--- src/rtl/switch_port_arbiter.sv ---
// Round-robin arbiter for one output port of a 4-port switch.
// It accepts one word per cycle from the requesters whose destination matches PORT.
module switch_port_arbiter #(
  parameter int DW   = 4,
  parameter int PORT = 0
) (
  input  logic          clk_i,
  input  logic          rst_i,
  input  logic          validtx_0,
  input  logic          validtx_1,
  input  logic          validtx_2,
  input  logic          validtx_3,
  input  logic [1:0]    adr_i_0,
  input  logic [1:0]    adr_i_1,
  input  logic [1:0]    adr_i_2,
  input  logic [1:0]    adr_i_3,
  input  logic [DW-1:0] dat_i_0,
  input  logic [DW-1:0] dat_i_1,
  input  logic [DW-1:0] dat_i_2,
  input  logic [DW-1:0] dat_i_3,
  output logic          acktx_0,
  output logic          acktx_1,
  output logic          acktx_2,
  output logic          acktx_3,
  output logic [DW-1:0] dat_o,
  output logic          validrx,
  input  logic          ackrx,
  output logic [1:0]    grant_o,
  output logic [7:0]    xfer_cnt
);

  localparam logic [1:0] PORT_IDX = PORT[1:0];

  typedef enum logic {IDLE, BUSY} state_t;

  state_t          state, state_next;
  logic [3:0]      validtx;
  logic [1:0]      adr [4];
  logic [DW-1:0]   dat [4];
  logic [3:0]      ack_q, ack_next, req;
  logic            arb_en, win_found, take;
  logic [1:0]      win_idx, cand;

  assign validtx = {validtx_3, validtx_2, validtx_1, validtx_0};
  assign adr[0] = adr_i_0;
  assign adr[1] = adr_i_1;
  assign adr[2] = adr_i_2;
  assign adr[3] = adr_i_3;
  assign dat[0] = dat_i_0;
  assign dat[1] = dat_i_1;
  assign dat[2] = dat_i_2;
  assign dat[3] = dat_i_3;

  assign acktx_0 = ack_q[0];
  assign acktx_1 = ack_q[1];
  assign acktx_2 = ack_q[2];
  assign acktx_3 = ack_q[3];
  assign validrx = (state == BUSY);

  // A requester being acknowledged this cycle is masked so its stale word is not taken twice.
  always_comb begin
    req = '0;
    for (int i = 0; i < 4; i++) begin
      req[i] = validtx[i] && (adr[i] == PORT_IDX) && !ack_q[i];
    end
  end

  always_comb begin
    win_found = 1'b0;
    win_idx   = grant_o;
    cand      = grant_o;
    for (int i = 1; i <= 4; i++) begin
      cand = grant_o + 2'(i);
      if (!win_found && req[cand]) begin
        win_found = 1'b1;
        win_idx   = cand;
      end
    end
  end

  assign arb_en = (state == IDLE) || ackrx;
  assign take   = arb_en && win_found;

  always_comb begin
    state_next = state;
    ack_next   = '0;
    if (take) begin
      ack_next = 4'(1) << win_idx;
    end
    case (state)
      IDLE: if (take) state_next = BUSY;
      BUSY: if (ackrx && !win_found) state_next = IDLE;
      default: state_next = IDLE;
    endcase
  end

  always_ff @(posedge clk_i) begin
    if (rst_i) state <= IDLE;
    else       state <= state_next;
  end

  always_ff @(posedge clk_i) begin
    if (rst_i) begin
      dat_o    <= '0;
      grant_o  <= 2'd3;
      ack_q    <= '0;
      xfer_cnt <= '0;
    end else begin
      ack_q <= ack_next;
      if (take) begin
        dat_o   <= dat[win_idx];
        grant_o <= win_idx;
      end
      if (validrx && ackrx) xfer_cnt <= xfer_cnt + 8'd1;
    end
  end

endmodule
--- config.mk ---
export PLATFORM = sky130hd
export DESIGN_NAME = switch_port_arbiter
export DESIGN_NICKNAME = d
export VERILOG_FILES = /design/src/rtl/switch_port_arbiter.sv
export SDC_FILE = /design/constraint.sdc
export NUM_CORES = 1
export LEC_CHECK = 0
export CELL_PAD_IN_SITES_DETAIL_PLACEMENT = 0
export CELL_PAD_IN_SITES_GLOBAL_PLACEMENT = 2
export CORE_MARGIN = 4
export CORE_UTILIZATION = 20
export CTS_BUF_LIST = sky130_fd_sc_hd__clkbuf_8
export DETAILED_ROUTE_END_ITERATION = 8
export PLACE_DENSITY = 0.88
export SLEW_MARGIN = 10
export SYNTH_ARGS = -nofsm -noshare
export SYNTH_HDL_FRONTEND = slang
export SYNTH_SLANG_ARGS = --single-unit
export TNS_END_PERCENT = 5
--- constraint.sdc ---
create_clock -name clk_i -period 2 [get_ports clk_i]
set_clock_uncertainty 0.1 [all_clocks]
set_input_delay 0.4 -clock clk_i [delete_from_list [all_inputs] [get_ports clk_i]]
set_output_delay 0.4 -clock clk_i [all_outputs]
set_load 0.03 [all_outputs]
## Word-level counts from Yosys, hierarchy flattened

Cells that the tools add are included.

| operators by class | value |
|---|---|
| add/subtract/negate cells | 4 |
| shifts and indexed selects | 1 |
| multiplexer cells | 22 |
| bitwise logic cells | 3 |
| reduce and logical (&&, ||, !) cells | 28 |
| order comparisons | 5 |

Operators by type and width:

| cell | count |
|---|---|
| $logic_and A1 B1 Y1 | 14 |
| $lt A2 B3 Y1 const B | 4 |
| $mux W1 | 10 |
| $add A8 B1 Y8 const B | 1 |
| $bmux W1 S2 | 4 |
| $bmux W4 S2 | 1 |
| $logic_not A1 Y1 | 8 |
| $logic_not A2 Y1 | 4 |
| $mux W2 | 4 |
| $mux W4 | 2 |
| $add A2 B2 Y2 const B | 2 |
| $shl A1 B2 Y4 const A | 1 |
| $ge A3 B3 Y1 const B | 1 |
| $not A2 Y3 | 1 |
| $add A2 B1 Y2 const B | 1 |
| $not A1 Y1 | 2 |
| $pmux W1 S2 | 1 |
| $reduce_or A2 Y1 | 1 |
| $logic_or A1 B1 Y1 | 1 |

| storage, ports and cells | value |
|---|---|
| register bits after elaboration | 19 |
| output and inout bits | 19 |
| word-level logic and storage cells | 68 |
| input port bits | 31 |

## Longest topological paths before layout

Gate-level depths: netlist of run 1.

| depth | value |
|---|---|
| depth after elaboration | 19 |
| gate-level depth with buffers | 7 |
| depth with buffers taken out | 5 |

## Worst setup path before layout of run 1

Ideal clock, no wire load.

| timing path | value |
|---|---|
| path type | reg2reg |
| from | register grant_o[1] |
| to | register grant_o[1] |
| cell stages (with the launch flop) | 8 |
| required time | 1,780 ps |
| path buffers | 2 |
| slack | 37 ps |
| library setup time | 120 ps |
| data arrival time | 1,744 ps |
| cells stage by stage | dfxtp_1 clkbuf_1 nand2b_1 o21ai_1 o22ai_2 buf_2 nor2_1 a211o_1 |

| on the way | value |
|---|---|
| longest elaborated chain between the ends | 14 |
| elaborated cells between the ends (all ways) | 26 |
| classes of those cells | 3 x add/sub; 16 x mux; 7 x reduce/logical |

RTL lines:

| element | RTL line | source |
|---|---|---|
| from (decl) | 28 | `output logic [1:0] grant_o,` |
| from (signal assigned) | 112 | `grant_o <= win_idx;` |
| $add A2 B1 Y2 | 73 | `cand = grant_o + 2'(i);` |
| $bmux W1 S2 | 74 | `if (!win_found && req[cand]) begin` |
| $mux W1 (not written as such) | 74 |  |
| $mux W1 | 74 |  |
| $logic_not A1 Y1 | 74 |  |
| $logic_and A1 B1 Y1 | 74 |  |
| $mux W1 | 74 |  |
| $logic_not A1 Y1 | 74 |  |
| $logic_and A1 B1 Y1 | 74 |  |
| $mux W1 | 74 |  |
| $logic_not A1 Y1 | 74 |  |
| $logic_and A1 B1 Y1 | 74 |  |
| $mux W1 | 74 |  |
| $logic_and A1 B1 Y1 | 82 | `assign take = arb_en && win_found;` |

Several ways; a longest one is shown, not always the timed one. The select of a mux whose other input is x is not followed.
A chain may end at the register's enable or synchronous reset.

## Worst setup path after layout of run 1

| timing path | value |
|---|---|
| from | input port validtx_0 |
| to | register dat_o[0] |

| on the way | value |
|---|---|
| longest elaborated chain between the ends | 18 |
| elaborated cells between the ends (all ways) | 29 |
| classes of those cells | 19 x mux; 1 x bitwise; 9 x reduce/logical |

RTL lines:

| element | RTL line | source |
|---|---|---|
| from (decl) | 9 | `input logic validtx_0,` |
| $logic_and A1 B1 Y1 * (2 in a row) | 64 | `req[i] = validtx[i] && (adr[i] == PORT_IDX) && !ack_q[i];` |
| $bmux W1 S2 | 74 |  |
| $mux W1 (not written as such) | 74 |  |
| $mux W1 | 74 |  |
| $logic_not A1 Y1 | 74 |  |
| $logic_and A1 B1 Y1 | 74 |  |
| $mux W1 | 74 |  |
| $logic_not A1 Y1 | 74 |  |
| $logic_and A1 B1 Y1 | 74 |  |
| $mux W1 | 74 |  |
| $logic_not A1 Y1 | 74 |  |
| $logic_and A1 B1 Y1 | 74 |  |
| $mux W2 | 74 |  |
| $not A2 Y3 (not written as such) | 111 | `dat_o <= dat[win_idx];` |
| $bmux W4 S2 | 111 |  |
| $mux W4 (not written as such) (2 in a row) | 111 |  |
| to (signal assigned) | 111 |  |
| to (decl) | 25 | `output logic [DW-1:0] dat_o,` |

Every way passes the cells marked *; elsewhere a longest branch is shown, timed or not. The select of a mux whose other input is x is not followed.

==> metrics.md, run 1 <==
| Metric | Value |
|---|---|
| Power Dens Cells | 596 nW/µm² |
| Status | finished clean |
| Placed insts | 200 |
| Share of the synthesized area in the top cell type | 41.3% |
| Final hold vios | 0 |
| IO buf count | 49 |
| RR Startpoint | ack_q[3]$_SDFF_PP0_ |
| Final Non-Filler Cells | 210 |
| CTS tree | built |
| Internal | 0.000751 W |
| Slew margin rel. | 68.8% |
| Layout cells sized above 1 | 25.9% |
| CTS Root Cell | clkbuf_8 |
| Die area | 5750 µm² |
| Period Utilization, post-route | 98.5% |
| Slowest CP cell | clkdlybuf4s50_1 |
| Post-DP Area | 1510 µm² |
| GRT overflow | 0 |
| Peak supply drop | 287 µV |
| HP Class | flop to flop |
| Synth area leaders | dfxtp_1 41%, mux2i_1 9.8%, xor2_1 5.7% |
| Final setup viols | 0 |
| Fill count | 419 |
| Gpl congestion | 0.727 |
| Crit-path cells | clkdlybuf4s50_1 > nor4b_4 > a21oi_2 > o22ai_4 > clkbuf_16 > mux2i_2 > o221ai_2 |
| CTS sink cnt | 19 |
| Number of global-route vias before repair | 1095 |
| WP data required | 2.04 ns |
| Layout net count | 191 |
| Largest family of logic cells by synthesized area | simple AND/OR/NAND/NOR gates |
| RSZ-0062 raised after global routing | yes |
| CP max FO | 5 |
| First-pass GRT wire length | 4730 µm |
| Worst-case clock buffer depth | 2 |
| Most common cell after layout, fill and taps aside | clkdlybuf4s50_1 |
| Die height | 75.9 µm |
| CP max stage delay | 0.47 ns |
| #FFs+latches synth | 19 |
| Logic pwr share | 36.0% |
| Cell Area, Synth | 921 µm² |
| Synthesized Nets | 129 |
| Post-synthesis share of cell area spent on full adders, half adders and majority gates | 1.36% |
| Vias per Instance | 4.76 |
| Drt total wl | 3070 µm |
| IO Count | 50 |
| Initial core utilization | 20.9% |
| DRT iter0 DRCs | 26 |
| Sequential fraction of the synthesis area | 41.3% |
| Cells after Synth | 97 |
| Simple-gate portion of the synthesized area | 26.2% |
| Sw Share | 30.0% |
| Inserted Diodes | 0 |
| Worst-path clk slew | 0.07 ns |
| Mean routed wirelength per cell | 14.6 µm |
| P_sw | 0.000322 W |
| Multiplexer share of the synthesized area | 9.78% |
| Critical setup path kind | input pin to flop |
| Rows | 24 |
| DR pass1 iterations | 4 |
| Largest net degree at the start of global routing | 11 |
| Final Cell Area | 1800 µm² |
| Fmax | 508 MHz |
| Slack of the worst reg-to-reg path | 0.05 ns |
| Post-DRT Antenna Nets | 0 |
| Die W | 75.9 µm |
| Synth Area in Compound Gates | 12.9% |
| Count of cell types in the netlist | 29 |
| Tightest Pin Transition | 0.466 ns |
| WHS Endpoint | dat_o[1]$_SDFFE_PP0P_ |
| Setup TNS | 0 ns |
| Max-slew violations | 0 |
| Worst hold path startpoint | dat_o[1]$_SDFFE_PP0P_ |
| P&R area growth vs syn | 95.5% |
| Average size of a mapped cell | 9.49 µm² |
| Worst Setup End Kind | flop |
| Worst skew pair latency | 0.25 ns |
| DR vias | 1000 |
| Clock power frac | 24.0% |
| Max Cap Viol | 0 |
| Commonest cells after routing, fill and taps aside | 37 x clkdlybuf4s50_1, 18 x dfxtp_1, 10 x nor2_1, 8 x dlygate4sd2_1, 8 x buf_4 |
| GRT Total Usage | 10.9% |
| CP Data Arrival Time | 2.00 ns |
| Reg2reg end | dat_o[0]$_SDFFE_PP0P_ |
| Share of power burned in registers | 39.9% |
| Post-DP HPWL | 2180 µm |
| CTS H-Tree Depth | 1 |
| DRC | 0 |
| Reg2Reg Depth | 7 |
| Worst hold margin | 0.391 ns |
| Fin crit period | 1.97 ns |
| Initial antenna violation count | 0 |
| Total Power | 0.00107 W |
| CTS buffer count | 3 |
| Core Area | 4410 µm² |
| Largest area contributor in the netlist | dfxtp_1 |
| Post-Synth XOR/XNOR Area | 6.66% |
| Yosys warns | 0 |
| Hold path depth | 2 |
| Startpoint types | input pin |
| Lkg Pwr | 0.695 nW |
| Post-CTS Hold Fix Bufs | 0 |
-- flip-flops by register name, indices dropped and copies added, names as in the netlist --
signal	flops
validrx	1
dat_o	4
ack_q	4
xfer_cnt	8
grant_o	2
-- stage by stage --
stage / utilization [%] / setup slack [ns]
3_5_place_dp: 34.3 / -0.505
6_report: 40.8 / 0.0309
3_3_place_gp: 34.3 / -0.427
5_1_grt: 40.8 / -0.00623
4_1_cts: 38.2 / -0.0133
2_1_floorplan: - / 0.0367
-- power by group through the flow --
stage / clock network [W] / registers (W) / logic, W
floorplan: 0 / 0.000469 / 0.000104
global placement: 0 / 0.000433 / 0.000289
detailed placement: 0 / 0.000432 / 0.000295
CTS: 0.000267 / 0.000426 / 0.000328
global route: 0.000293 / 0.000432 / 0.000411
finish: 0.000258 / 0.000428 / 0.000387
-- synthesized netlist by cell type --
master / count
a211o_1: 2
a21boi_1: 1
a21oi_1: 3
a22oi_1: 1
and3_1: 3
buf_2: 1
clkbuf_1: 2
dfxtp_1: 19
ha_1: 1
inv_1: 1
mux2i_1: 9
nand2_1: 7
nand2b_1: 3
nand3_1: 7
nor2_1: 11
nor2b_1: 3
nor3_1: 1
nor4b_1: 2
nor4b_2: 2
o21ai_1: 1
o221ai_1: 4
o22ai_2: 1
o32a_1: 1
o41ai_1: 1
or2_1: 1
or4b_1: 1
or4b_4: 1
xnor2_1: 1
xor2_1: 6
-- critical path, delay by kind of cell --
kind | cells | cell delay (ns)
compound gates | 3 | 0.43
simple gates | 1 | 0.29
mux | 1 | 0.22
buf+inv | 2 | 0.67
-- cells by family after synthesis --
group	after synthesis
buffers and inverters	4
XOR/XNOR	7
flip-flops	19
multiplexers	9
AND/OR/NAND/NOR	42
AO/OA/AOI/OAI	15
adder cells (fa/ha/maj)	1
-- worst max path at each step --
stage | from | end | slack [ns] | depth (start not counted)
floorplan | grant_o[1]$_SDFFE_PP1P_ | grant_o[1]$_SDFFE_PP1P_ | 0.04 | 7
global placement | adr_i_3[1] | dat_o[3]$_SDFFE_PP0P_ | -0.43 | 5
detailed placement | adr_i_1[1] | dat_o[2]$_SDFFE_PP0P_ | -0.50 | 6
CTS | adr_i_3[1] | dat_o[1]$_SDFFE_PP0P_ | -0.01 | 5
global route | ack_q[3]$_SDFF_PP0_ | dat_o[3]$_SDFFE_PP0P_ | -0.006 | 4
finish | validtx_0 | dat_o[0]$_SDFFE_PP0P_ | 0.03 | 7
-- area by class of cell --
cell class	count	area (µm²)	share of cell area [%]
multi-input cells	74	711	39.5
repair buffers	60	592	32.9
flip-flops and latches	19	384	21.3
well taps	52	65.1	3.61
clock buffers	3	41.3	2.29
clock inverters	1	3.75	0.208
inverters	1	3.75	0.208
-- repair_timing --
action                     in CTS  in global routing
cloned                          0                  1
gates resized for setup        31                 19
setup endpoints to repair      11                  9
pin swaps                      10                  9
setup buffers                   4                  1
-- routing by layer --
metal / wire (µm) / part of all wire, % / vias to the layer above / track usage, %
met5: 0 / 0 / - / 0
met3: 239 / 7.8 / 6 / 4.35
li1: - / - / 476 / -
met4: 54 / 1.8 / 0 / 5.05
met2: 1650 / 54 / 38 / 19.4
met1: 1130 / 37 / 480 / 11.2
Note: power is estimated with default switching activity, not from simulation.
==> inputs of run 2 (changes only) <==
SKIP_CTS_REPAIR_TIMING = 1   (was not set)
==> run 2 against run 1 <==
Net effect: the flow now finishes with violations (negative setup slack); non-clock buffer count shrank 2; via count shrank 2.5%; total power shrank 4.5%; maximum frequency shrank 2.3%; combinational power shrank 12%; final area shrank 3.5%; clock power is essentially flat; sequential power is essentially flat; clock-buffer cell count is the same; largest power group unchanged.
==> metrics.md, run 2 (synthesis gave the netlist of run 1 again) <==
| Metric | Value |
|---|---|
| Area of the multi-input gates | 648 µm² (was 711 µm²) |
| Startpoint types | input pin (unchanged) |
| HP Class | flop to flop (unchanged) |
| Final setup viols | 3 (was 0) |
| CP Data Arrival Time | 2.05 ns (was 2.00 ns) |
| Levels on crit path | 7 (unchanged) |
| Period Utilization, post-route | 101% (was 98.5%) |
| Final setup margin | -0.0159 ns (was 0.0309 ns) |
| Gpl congestion | 0.727 (unchanged) |
| Tightest Pin Transition | 0.494 ns (was 0.466 ns) |
| CTS buffer count | 3 (unchanged) |
| Seq. cell area | 380 µm² (was 384 µm²) |
| Fin util | 39.4% (was 40.8%) |
| Largest net degree at the start of global routing | 11 (unchanged) |
| WP data required | 2.04 ns (about the same) |
| Buffer and inverter count on the worst path | 2 (unchanged) |
| DRC | 0 (unchanged) |
| Largest reg by FF count | xfer_cnt (unchanged) |
| Lkg Pwr | 0.728 nW (was 0.695 nW) |
| Reg2Reg Depth | 4 (was 7) |
| GRT overflow | 0 (unchanged) |
| IO buf count | 49 (unchanged) |
| Placed insts | 200 (unchanged) |
| CP max FO | 10 (was 5) |
| Slowest CP cell | clkdlybuf4s50_1 (unchanged) |
| Inserted Diodes | 0 (unchanged) |
| DR pass1 iterations | 3 (was 4) |
| Mean routed wirelength per cell | 14.1 µm (was 14.6 µm) |
| Final hold vios | 0 (unchanged) |
| Peak supply drop | 277 µV (was 287 µV) |
| Layout net count | 189 (was 191) |
| Fill count | 417 (was 419) |
| Final Cell Area | 1740 µm² (was 1800 µm²) |
| Worst skew pair latency | 0.25 ns (about the same) |
| Initial core utilization | 20.9% (unchanged) |
| Internal | 0.000723 W (was 0.000751 W) |
| Worst Setup End Kind | flop (unchanged) |
| Fin crit period | 2.02 ns (was 1.97 ns) |
| RSZ-0062 raised after global routing | yes (unchanged) |
| Slew margin rel. | 67.0% (was 68.8%) |
| CTS tree | built (unchanged) |
| Critical setup path kind | input pin to flop (unchanged) |
| Clock power frac | 25.2% (was 24.0%) |
| Largest register FFs | 8 (unchanged) |
| Crit-path cells | clkdlybuf4s50_1 > nor4b_4 > a21oi_1 > o22ai_2 > buf_12 > mux2i_1 > o221ai_2 (was clkdlybuf4s50_1 > nor4b_4 > a21oi_2 > o22ai_4 > clkbuf_16 > mux2i_2 > o221ai_2) |
| Total Power | 0.00103 W (was 0.00107 W) |
| Setup TNS | -0.0361 ns (was 0 ns) |
| Worst-path clk slew | 0.07 ns (about the same) |
| P_sw | 0.000302 W (was 0.000322 W) |
| IO Count | 50 (unchanged) |
| Max-slew violations | 0 (unchanged) |
| Vias per Instance | 4.69 (was 4.76) |
| CP max stage delay | 0.45 ns (was 0.47 ns) |
| Max Cap Viol | 0 (unchanged) |
| Die height | 75.9 µm (unchanged) |
| Number of global-route vias before repair | 1004 (was 1095) |
| Final Non-Filler Cells | 208 (was 210) |
| Power Dens Cells | 590 nW/µm² (was 596 nW/µm²) |
| Die area | 5750 µm² (unchanged) |
| Share of power burned in registers | 41.6% (was 39.9%) |
| Core Area | 4410 µm² (unchanged) |
| Delay-heaviest family, CP | buffers and inverters (unchanged) |
| Most common cell after layout, fill and taps aside | clkdlybuf4s50_1 (unchanged) |
| GRT Total Usage | 9.99% (was 10.9%) |
| Layout cells sized above 1 | 21.2% (was 25.9%) |
| CTS Root Cell | clkbuf_8 (unchanged) |
| Die W | 75.9 µm (unchanged) |
| Commonest cells after routing, fill and taps aside | 39 x clkdlybuf4s50_1, 19 x dfxtp_1, 10 x nor2_1, 10 x dlymetal6s2s_1, 8 x buf_4 (was 37 x clkdlybuf4s50_1, 18 x dfxtp_1, 10 x nor2_1, 8 x dlygate4sd2_1, 8 x buf_4) |
| Drt total wl | 2930 µm (was 3070 µm) |
| Biggest regs | xfer_cnt (8), ack_q (4), dat_o (4) (unchanged) |
| DR vias | 975 (was 1000) |
| Logic pwr share | 33.2% (was 36.0%) |
| Worst-case clock buffer depth | 2 (unchanged) |
| Status | finished with violations (was finished clean) |
| Post-DP HPWL | 2180 µm (unchanged) |
| Hold path depth | 2 (unchanged) |
| Sw Share | 29.4% (was 30.0%) |
| First-pass GRT wire length | 4330 µm (was 4730 µm) |
| Initial antenna violation count | 0 (unchanged) |
| DRT iter0 DRCs | 11 (was 26) |
| Fmax | 496 MHz (was 508 MHz) |
| Post-DP Area | 1510 µm² (unchanged) |
| P&R area growth vs syn | 88.7% (was 95.5%) |
| Rows | 24 (unchanged) |
| Failing checks | negative setup slack |
| CTS H-Tree Depth | 1 (unchanged) |
| Post-DRT Antenna Nets | 0 (unchanged) |
| CTS sink cnt | 19 (unchanged) |
[run 2: cell count changes in the layout (fill, tap and decap cells not counted), sizes merged]
cell,before,now
clkbuf,5,3
dlygate4sd2,8,0
clkdlybuf4s50,37,39
buf,11,9
dlymetal6s2s,2,10
[run 2: worst paths after layout]
check                        start                    end  slack (ns)
min reg2reg  dat_o[1]$_SDFFE_PP0P_  dat_o[1]$_SDFFE_PP0P_        0.39
max reg2reg    ack_q[3]$_SDFF_PP0_  dat_o[2]$_SDFFE_PP0P_        0.06
min          dat_o[1]$_SDFFE_PP0P_  dat_o[1]$_SDFFE_PP0P_        0.39
max                     adr_i_0[0]  dat_o[0]$_SDFFE_PP0P_       -0.02
[run 2: worst reg2reg max path, cell delays in order, from the launching register on]
cell and delay [ns]:
dfxtp_1 0.34, or4b_4 0.50, o32a_1 0.36, a211o_4 0.40, o221ai_2 0.16
[run 2: area by class of cell]
| class | count | area share (%) |
|---|---|---|
| multi-input cells | 74 | 37.3 |
| clock inverters | 1 | 0.216 |
| flip-flops and latches | 19 | 21.9 |
| well taps | 52 | 3.74 |
| repair buffers | 58 | 34.3 |
| clock buffers | 3 | 2.38 |
| inverters | 1 | 0.216 |
[run 2: through the flow]
step / hold WS, ns / setup WS, ns
after floorplan: 0.460 / 0.0367
after global placement: 0.364 / -0.427
after detailed placement: 0.360 / -0.505
after CTS: 0.387 / -0.236
after global routing: 0.420 / -0.0692
final: 0.392 / -0.0159
[run 2: per-layer routing]
layer | vias up | GRT usage [%] | part of all wire [%]
met3 | 6 | 4.22 | 8.3
met1 | 459 | 10.6 | 37
met4 | 0 | 4.47 | 2.1
met5 | - | 0 | 0
li1 | 472 | - | -
met2 | 38 | 17.2 | 52
[run 2: power groups by stage]
| stage | Combinational [W] | Clock, W | Sequential (W) |
|---|---|---|---|
| finish | 0.000340 | 0.000259 | 0.000426 |
| global route | 0.000361 | 0.000293 | 0.000430 |
| CTS | 0.000296 | 0.000267 | 0.000425 |
| detailed placement | 0.000295 | 0 | 0.000432 |
| global placement | 0.000289 | 0 | 0.000433 |
| floorplan | 0.000104 | 0 | 0.000469 |
